### config.mk
export PLATFORM = sky130hd
export DESIGN_NAME = rank_filter
export DESIGN_NICKNAME = d
export VERILOG_FILES = /design/src/rtl/rank_filter_pkg.sv /design/src/rtl/rank_filter_oe_pass.sv /design/src/rtl/rank_filter.sv
export SDC_FILE = /design/constraint.sdc
export NUM_CORES = 1
export LEC_CHECK = 0
export BUFFER_PORTS_ARGS = -buffer_cell sky130_fd_sc_hd__buf_2
export CORE_MARGIN = 2
export CORE_UTILIZATION = 50
export DETAILED_ROUTE_END_ITERATION = 8
export PLACE_DENSITY_LB_ADDON = 0.08
export SYNTH_ARGS = -nofsm -noshare
export SYNTH_HDL_FRONTEND = slang
export SYNTH_SLANG_ARGS = --single-unit
### constraint.sdc
create_clock -name CLK -period 2.8 [get_ports CLK]
set_clock_uncertainty 0.05 [all_clocks]
set_input_delay 0.28 -clock CLK [delete_from_list [all_inputs] [get_ports CLK]]
set_output_delay 0.28 -clock CLK [all_outputs]
set_load 0.01 [all_outputs]
### src/rtl/rank_filter_pkg.sv
// ============================================================================
// Module      : rank_filter_pkg
// Description : Shared types, constants and parameter checks for rank_filter.
// Revision    : 1.0 - initial release
// ============================================================================
`default_nettype none

package rank_filter_pkg;

    typedef enum logic [0:0] {
        LOAD = 1'b0,
        SORT = 1'b1
    } state_e;

    localparam int RANK_MIN = 0;

    function automatic int median_rank(input int p);
        return (p - 1) / 2;
    endfunction

    // Window depth must be odd so the median rank is a single element.
    function automatic bit depth_is_legal(input int p);
        return ((p % 2) == 1) && (p >= 3) && (p <= 25);
    endfunction

endpackage

`default_nettype wire

### src/rtl/rank_filter_oe_pass.sv
// ============================================================================
// Module      : rank_filter_oe_pass
// Description : One combinational odd-even transposition pass over P samples.
// Revision    : 1.0 - initial release
// ============================================================================
`default_nettype none

module rank_filter_oe_pass
    import rank_filter_pkg::*;
#(
    parameter int W = 8,
    parameter int P = 9
) (
    input  logic [P*W-1:0] i_arr,
    input  logic           i_odd,
    output logic [P*W-1:0] o_arr,
    output logic           o_any_swap
);

    // w_sw[k] set when the pair (k-1, k) is active this pass and out of order.
    logic [P-1:1] w_sw;

    genvar k;
    for (k = 1; k < P; k++) begin : g_cmp
        localparam bit c_odd = ((k - 1) % 2) == 1;
        assign w_sw[k] = (c_odd == i_odd) &&
                         (i_arr[(k-1)*W +: W] > i_arr[k*W +: W]);
    end

    genvar j;
    for (j = 0; j < P; j++) begin : g_elem
        if (j == 0) begin : g_first
            assign o_arr[j*W +: W] = w_sw[1] ? i_arr[W +: W] : i_arr[0 +: W];
        end else if (j == P - 1) begin : g_last
            assign o_arr[j*W +: W] = w_sw[j] ? i_arr[(j-1)*W +: W] : i_arr[j*W +: W];
        end else begin : g_mid
            assign o_arr[j*W +: W] = w_sw[j+1] ? i_arr[(j+1)*W +: W] :
                                     w_sw[j]   ? i_arr[(j-1)*W +: W] :
                                                 i_arr[j*W +: W];
        end
    end

    assign o_any_swap = |w_sw;

endmodule

`default_nettype wire

### src/rtl/rank_filter.sv
// ============================================================================
// Module      : rank_filter
// Description : Windowed rank filter (min/median/max/any rank) over a sample
//               stream; optional early sort exit via RANK_FILTER_EARLY_EXIT_EN.
// Revision    : 1.0 - initial release
// ============================================================================
`default_nettype none

module rank_filter
    import rank_filter_pkg::*;
#(
    parameter int W  = 8,
    parameter int P  = 9,
    parameter int RW = $clog2(P)
) (
    input  logic          CLK,
    input  logic          nRST,
    input  logic [W-1:0]  DI,
    input  logic          DSI,
    input  logic [RW-1:0] RANK,
    output logic [W-1:0]  DO,
    output logic          DSO,
    output logic          BUSY
);

    localparam logic [RW-1:0] c_last  = RW'(P - 1);
    localparam logic [RW-1:0] c_depth = RW'(P);

    if (!depth_is_legal(P)) begin : g_bad_depth
        $error("rank_filter: P must be odd and within 3..25");
    end

    state_e          state_q, state_d;
    logic [RW-1:0]   cnt_q,   cnt_d;
    logic [RW-1:0]   pass_q,  pass_d;
    logic [RW-1:0]   rank_q,  rank_d;
    logic [P*W-1:0]  arr_q,   arr_d;
    logic [W-1:0]    do_q,    do_d;
    logic            dso_q,   dso_d;
    logic            busy_q,  busy_d;

    logic [P*W-1:0]  w_pass_arr;
    logic            w_any_swap;
    logic            w_done;

    rank_filter_oe_pass #(
        .W (W),
        .P (P)
    ) u_pass (
        .i_arr      (arr_q),
        .i_odd      (pass_q[0]),
        .o_arr      (w_pass_arr),
        .o_any_swap (w_any_swap)
    );

`ifdef RANK_FILTER_EARLY_EXIT_EN
    logic swap_prev_q, swap_prev_d;

    // Two consecutive clean passes (one of each parity) prove the array sorted.
    assign w_done = (pass_q == c_last) ||
                    ((pass_q != '0) && !w_any_swap && !swap_prev_q);
`else
    logic unused_any_swap;

    assign unused_any_swap = w_any_swap;
    assign w_done          = (pass_q == c_last);
`endif

    always_comb begin
        state_d = state_q;
        cnt_d   = cnt_q;
        pass_d  = pass_q;
        rank_d  = rank_q;
        arr_d   = arr_q;
        do_d    = do_q;
        dso_d   = 1'b0;
        busy_d  = busy_q;
`ifdef RANK_FILTER_EARLY_EXIT_EN
        swap_prev_d = swap_prev_q;
`endif
        case (state_q)
            LOAD: begin
                if (DSI) begin
                    arr_d = {arr_q[(P-1)*W-1:0], DI};
                    if (cnt_q == '0) begin
                        rank_d = (RANK >= c_depth) ? c_last : RANK;
                    end
                    if (cnt_q == c_last) begin
                        cnt_d   = '0;
                        pass_d  = '0;
                        state_d = SORT;
                        busy_d  = 1'b1;
                    end else begin
                        cnt_d = cnt_q + 1'b1;
                    end
                end
            end
            SORT: begin
                arr_d  = w_pass_arr;
                pass_d = pass_q + 1'b1;
`ifdef RANK_FILTER_EARLY_EXIT_EN
                swap_prev_d = w_any_swap;
`endif
                if (w_done) begin
                    for (int i = 0; i < P; i++) begin
                        if (rank_q == RW'(i)) begin
                            do_d = w_pass_arr[i*W +: W];
                        end
                    end
                    dso_d   = 1'b1;
                    pass_d  = '0;
                    state_d = LOAD;
                    busy_d  = 1'b0;
                end
            end
            default: begin
                state_d = LOAD;
            end
        endcase
    end

    always_ff @(posedge CLK) begin
        if (!nRST) begin
            state_q <= LOAD;
            cnt_q   <= '0;
            pass_q  <= '0;
            rank_q  <= '0;
            do_q    <= '0;
            dso_q   <= 1'b0;
            busy_q  <= 1'b0;
`ifdef RANK_FILTER_EARLY_EXIT_EN
            swap_prev_q <= 1'b0;
`endif
        end else begin
            state_q <= state_d;
            cnt_q   <= cnt_d;
            pass_q  <= pass_d;
            rank_q  <= rank_d;
            do_q    <= do_d;
            dso_q   <= dso_d;
            busy_q  <= busy_d;
`ifdef RANK_FILTER_EARLY_EXIT_EN
            swap_prev_q <= swap_prev_d;
`endif
        end
    end

    // Sample storage carries no reset; its contents are meaningless until filled.
    always_ff @(posedge CLK) begin
        arr_q <= arr_d;
    end

    assign DO   = do_q;
    assign DSO  = dso_q;
    assign BUSY = busy_q;

endmodule

`default_nettype wire

==> key figures <==
Yosys
  • Synth top cells by count: a21oi_1 (136), nor2_1 (117), nand2_1 (76)
  • Share of flip-flops with an asynchronous set or reset: 0%
  • Most frequent cell after synthesis: a21oi_1
  • Most used DFF post-synth: edfxtp_1
  • Seq/Total Area, Yosys: 33.6%
  • #FFs+latches synth: 95
  • Yosys cell types: a little over 60
  • Syn_nets: approximately 1,000
  • Synth warn: 0
  • Yosys top cell area share: between 20% and 30%
  • Syn_area_per_cell: between 8 and 9 um^2
  • Synth area leaders: edfxtp_1 (28%), ha_1 (11%), a21oi_1 (8.7%), dfxtp_1 (5.9%), nor2_1 (5.6%)
  • Post-synthesis cell count: 966
  • Post-synth EDFFs: just over 70
  • Mapped cell area: ~7800 um^2
  • Synth area leader: edfxtp_1

Setup path
  • Worst Setup Path Type: reg -> reg
  • CP Launch Type: flip-flop
  • Slack of the worst reg-to-reg path: ~0.037 ns
  • CP Max Fanout: 6
  • Critical path arrival: roughly 3.0 ns
  • Critical Path RT: 3.05 ns
  • CP endpoint kind: flip-flop
  • R2R depth: 9

GRT
  • Pin count of the biggest net entering global routing: 48
  • Antenna violations before repair: 0
  • GRT Total Usage: ~33%
  • Number of global-route vias before repair: between 7,000 and 8,000
  • Grt ovf: 0
  • First-pass GRT wire length: ~43 mm

Clocking
  • Hold Buf Count CTS: 0
  • CTS max path bufs: 2
  • Clk slew on worst S/H paths: 0.07 ns
  • H-tree Lvls: 3
  • Root buffer cell: clkbuf_16
  • CTS buffer count: 9
  • CTS tree: yes
  • Clock tree sinks: between 90 and 100
  • Insertion delay to the later sink of the worst-skew pair: about 0.36 ns

Drt
  • Drt wl/cell: 20.6 um
  • Vias per inst: between 6 and 7
  • Final ANT Viol Nets: 0
  • Vias: roughly 8,300
  • Final WL: 27.3 mm
  • TritonRoute pass-1 iters: 5
  • 1st-iter DRT viols: 899
  • DRC violation count after routing: 0

Min path
  • Hold crit path type: in -> reg
  • Hold depth: 3

STA
  • Final critical-path required period: ~2.8 ns
  • Max_slew headroom: 59.1%
  • Max frequency: 362 MHz
  • Setup violations, final: 0
  • Slew of the pin with the lowest slew margin: between 0.6 and 0.7 ns
  • RSZ-0062 raised after global routing: yes
  • Fin Hold WS: ~0.14 ns
  • Final Cycle Share: between 90 and 100%
  • Slew Limit Fails: 0
  • Final hold vios: 0

Run
  • # Max-Cap Violations: 0

Floorplanning
  • Ports: 25
  • Die width: ~130 um
  • Die footprint: around 17,000 um^2
  • Core Box Area: 15,300 um^2
  • Site Rows: 45
  • Initial core utilization: 51.2%
  • DIE HEIGHT: between 100 and 150 um

Pwr
  • Largest vdd supply drop: approximately 300 uV
  • P per Cell Area: ~420 nW/um^2
  • Leak: around 0.0041 uW

Placement
  • Routability cong.: ~0.93
  • HPWL Detailed: a little over 20 mm
  • Port-buffer cells: 24
  • Post-DP Area: between 9000 and 10,000 um^2

Layout
  • Nets: 1,190
  • Post-Layout Inst Area: 9770 um^2
  • Synthesis-to-finish area growth: 25.1%
  • Proportion of layout cells with a drive suffix above 1: 22.9%
  • Diode count: 0
  • # fillers: 1,326

Run status
  • Outcome: finished clean
-- area by class of cell --
| type | instances | area [um^2] | area share (%) |
|---|---|---|---|
| Timing Repair Buffer | 182 | 1350 | 13.8 |
| Tap cell | 211 | 264 | 2.70 |
| Clock buffer | 12 | 278 | 2.84 |
| Clock inverter | 4 | 32.5 | 0.333 |
| Inverter | 74 | 280 | 2.87 |
| Sequential cell | 95 | 2620 | 26.8 |
| Multi-Input combinational cell | 745 | 4950 | 50.6 |
-- kinds of logic (layout without fill, tap and decap cells) --
group,count (synthesis),count (layout),share of synthesized area (%)
simple gates,276,276,16.0
mux,15,15,1.92
flops,95,95,33.6
buf+inv,126,272,6.36
compound gates,381,381,30.7
fa+ha+maj,68,68,10.9
xor+xnor,5,5,0.560
-- path summary, 6_finish.rpt --
kind / start / to
hold reg to reg: BUSY / BUSY
setup reg to reg: arr_q[41] / DO[4]
hold / removal: RANK[3] / rank_q[3]
setup / recovery: arr_q[41] / DO[4]
-- repair_timing --
item                       CTS  global route
resized for setup            8            56
buffers inserted             6            11
pin swaps                    5            23
setup endpoints to repair   12            55
-- layer usage --
layer	vias up	global-route usage [%]	part of all wire [%]
li1	3932	-	-
met1	3860	44.1	41
met2	420	53.4	46
met3	76	5.28	8.7
met4	0	14.9	3.8
met5	-	0	0
-- metrics by stage --
stage               utilization (%)  std cells  setup TNS, ns  setup WS, ns  power [uW]
finish                         64.1       1323              0        0.0367        4140
global route                   64.1       1323         -0.158       -0.0504        4320
CTS                            62.0       1313              0        0.0127        4050
global placement               59.5       1291         -0.226        -0.156        2750
floorplan                         -        966              0        0.0251        2330
detailed placement             59.5       1291         -0.771        -0.194        2760
-- power by group --
part | internal [uW] | total (uW) | leakage (uW) | switching (uW)
clock network | 715 | 1290 | 0.000155 | 580
registers | 1600 | 1660 | 0.000891 | 59.7
logic | 499 | 1190 | 0.00302 | 689
total | 2810 | 4140 | 0.00407 | 1330
-- worst max-delay path, stage by stage, from the launching register on --
cell and delay (ns):
edfxtp_1 0.45, ha_1 0.35, nand4_1 0.12, or4b_4 0.52, o21ai_4 0.26, buf_4 0.17
nor2_4 0.05, a211o_1 0.31, a221o_1 0.31, o21ai_1 0.11
-- cells in the final DEF (no fill, tap or decap), types with 6 or more instances in the layout --
cell | netlist | routed
nand3_1 | 9 | 9
buf_4 | 0 | 151
o22ai_1 | 53 | 53
nand2_1 | 76 | 75
edfxtp_1 | 72 | 72
a21oi_1 | 136 | 132
a31oi_1 | 17 | 16
nand4_1 | 16 | 16
nand3b_1 | 6 | 6
nor2_1 | 117 | 114
o31a_1 | 7 | 7
nor3_1 | 18 | 18
inv_1 | 73 | 68
a211o_1 | 7 | 7
clkbuf_16 | 0 | 10
o21ai_1 | 10 | 10
nor2b_1 | 11 | 11
buf_2 | 4 | 24
a211oi_2 | 0 | 7
o31ai_1 | 6 | 6
dfxtp_1 | 23 | 22
o21ai_0 | 53 | 50
ha_1 | 68 | 66
a211oi_1 | 17 | 9
o221ai_1 | 13 | 10
mux2i_1 | 15 | 15
o211ai_1 | 11 | 11
-- flip-flops by register name, indices dropped and copies added (netlist names) --
| signal | flops |
|---|---|
| arr_q | 72 |
| cnt_q | 4 |
| state_q | 1 |
| DSO | 1 |
| pass_q | 4 |
| rank_q | 4 |
| BUSY | 1 |
| DO | 8 |
(Power assumes the default switching activity.)
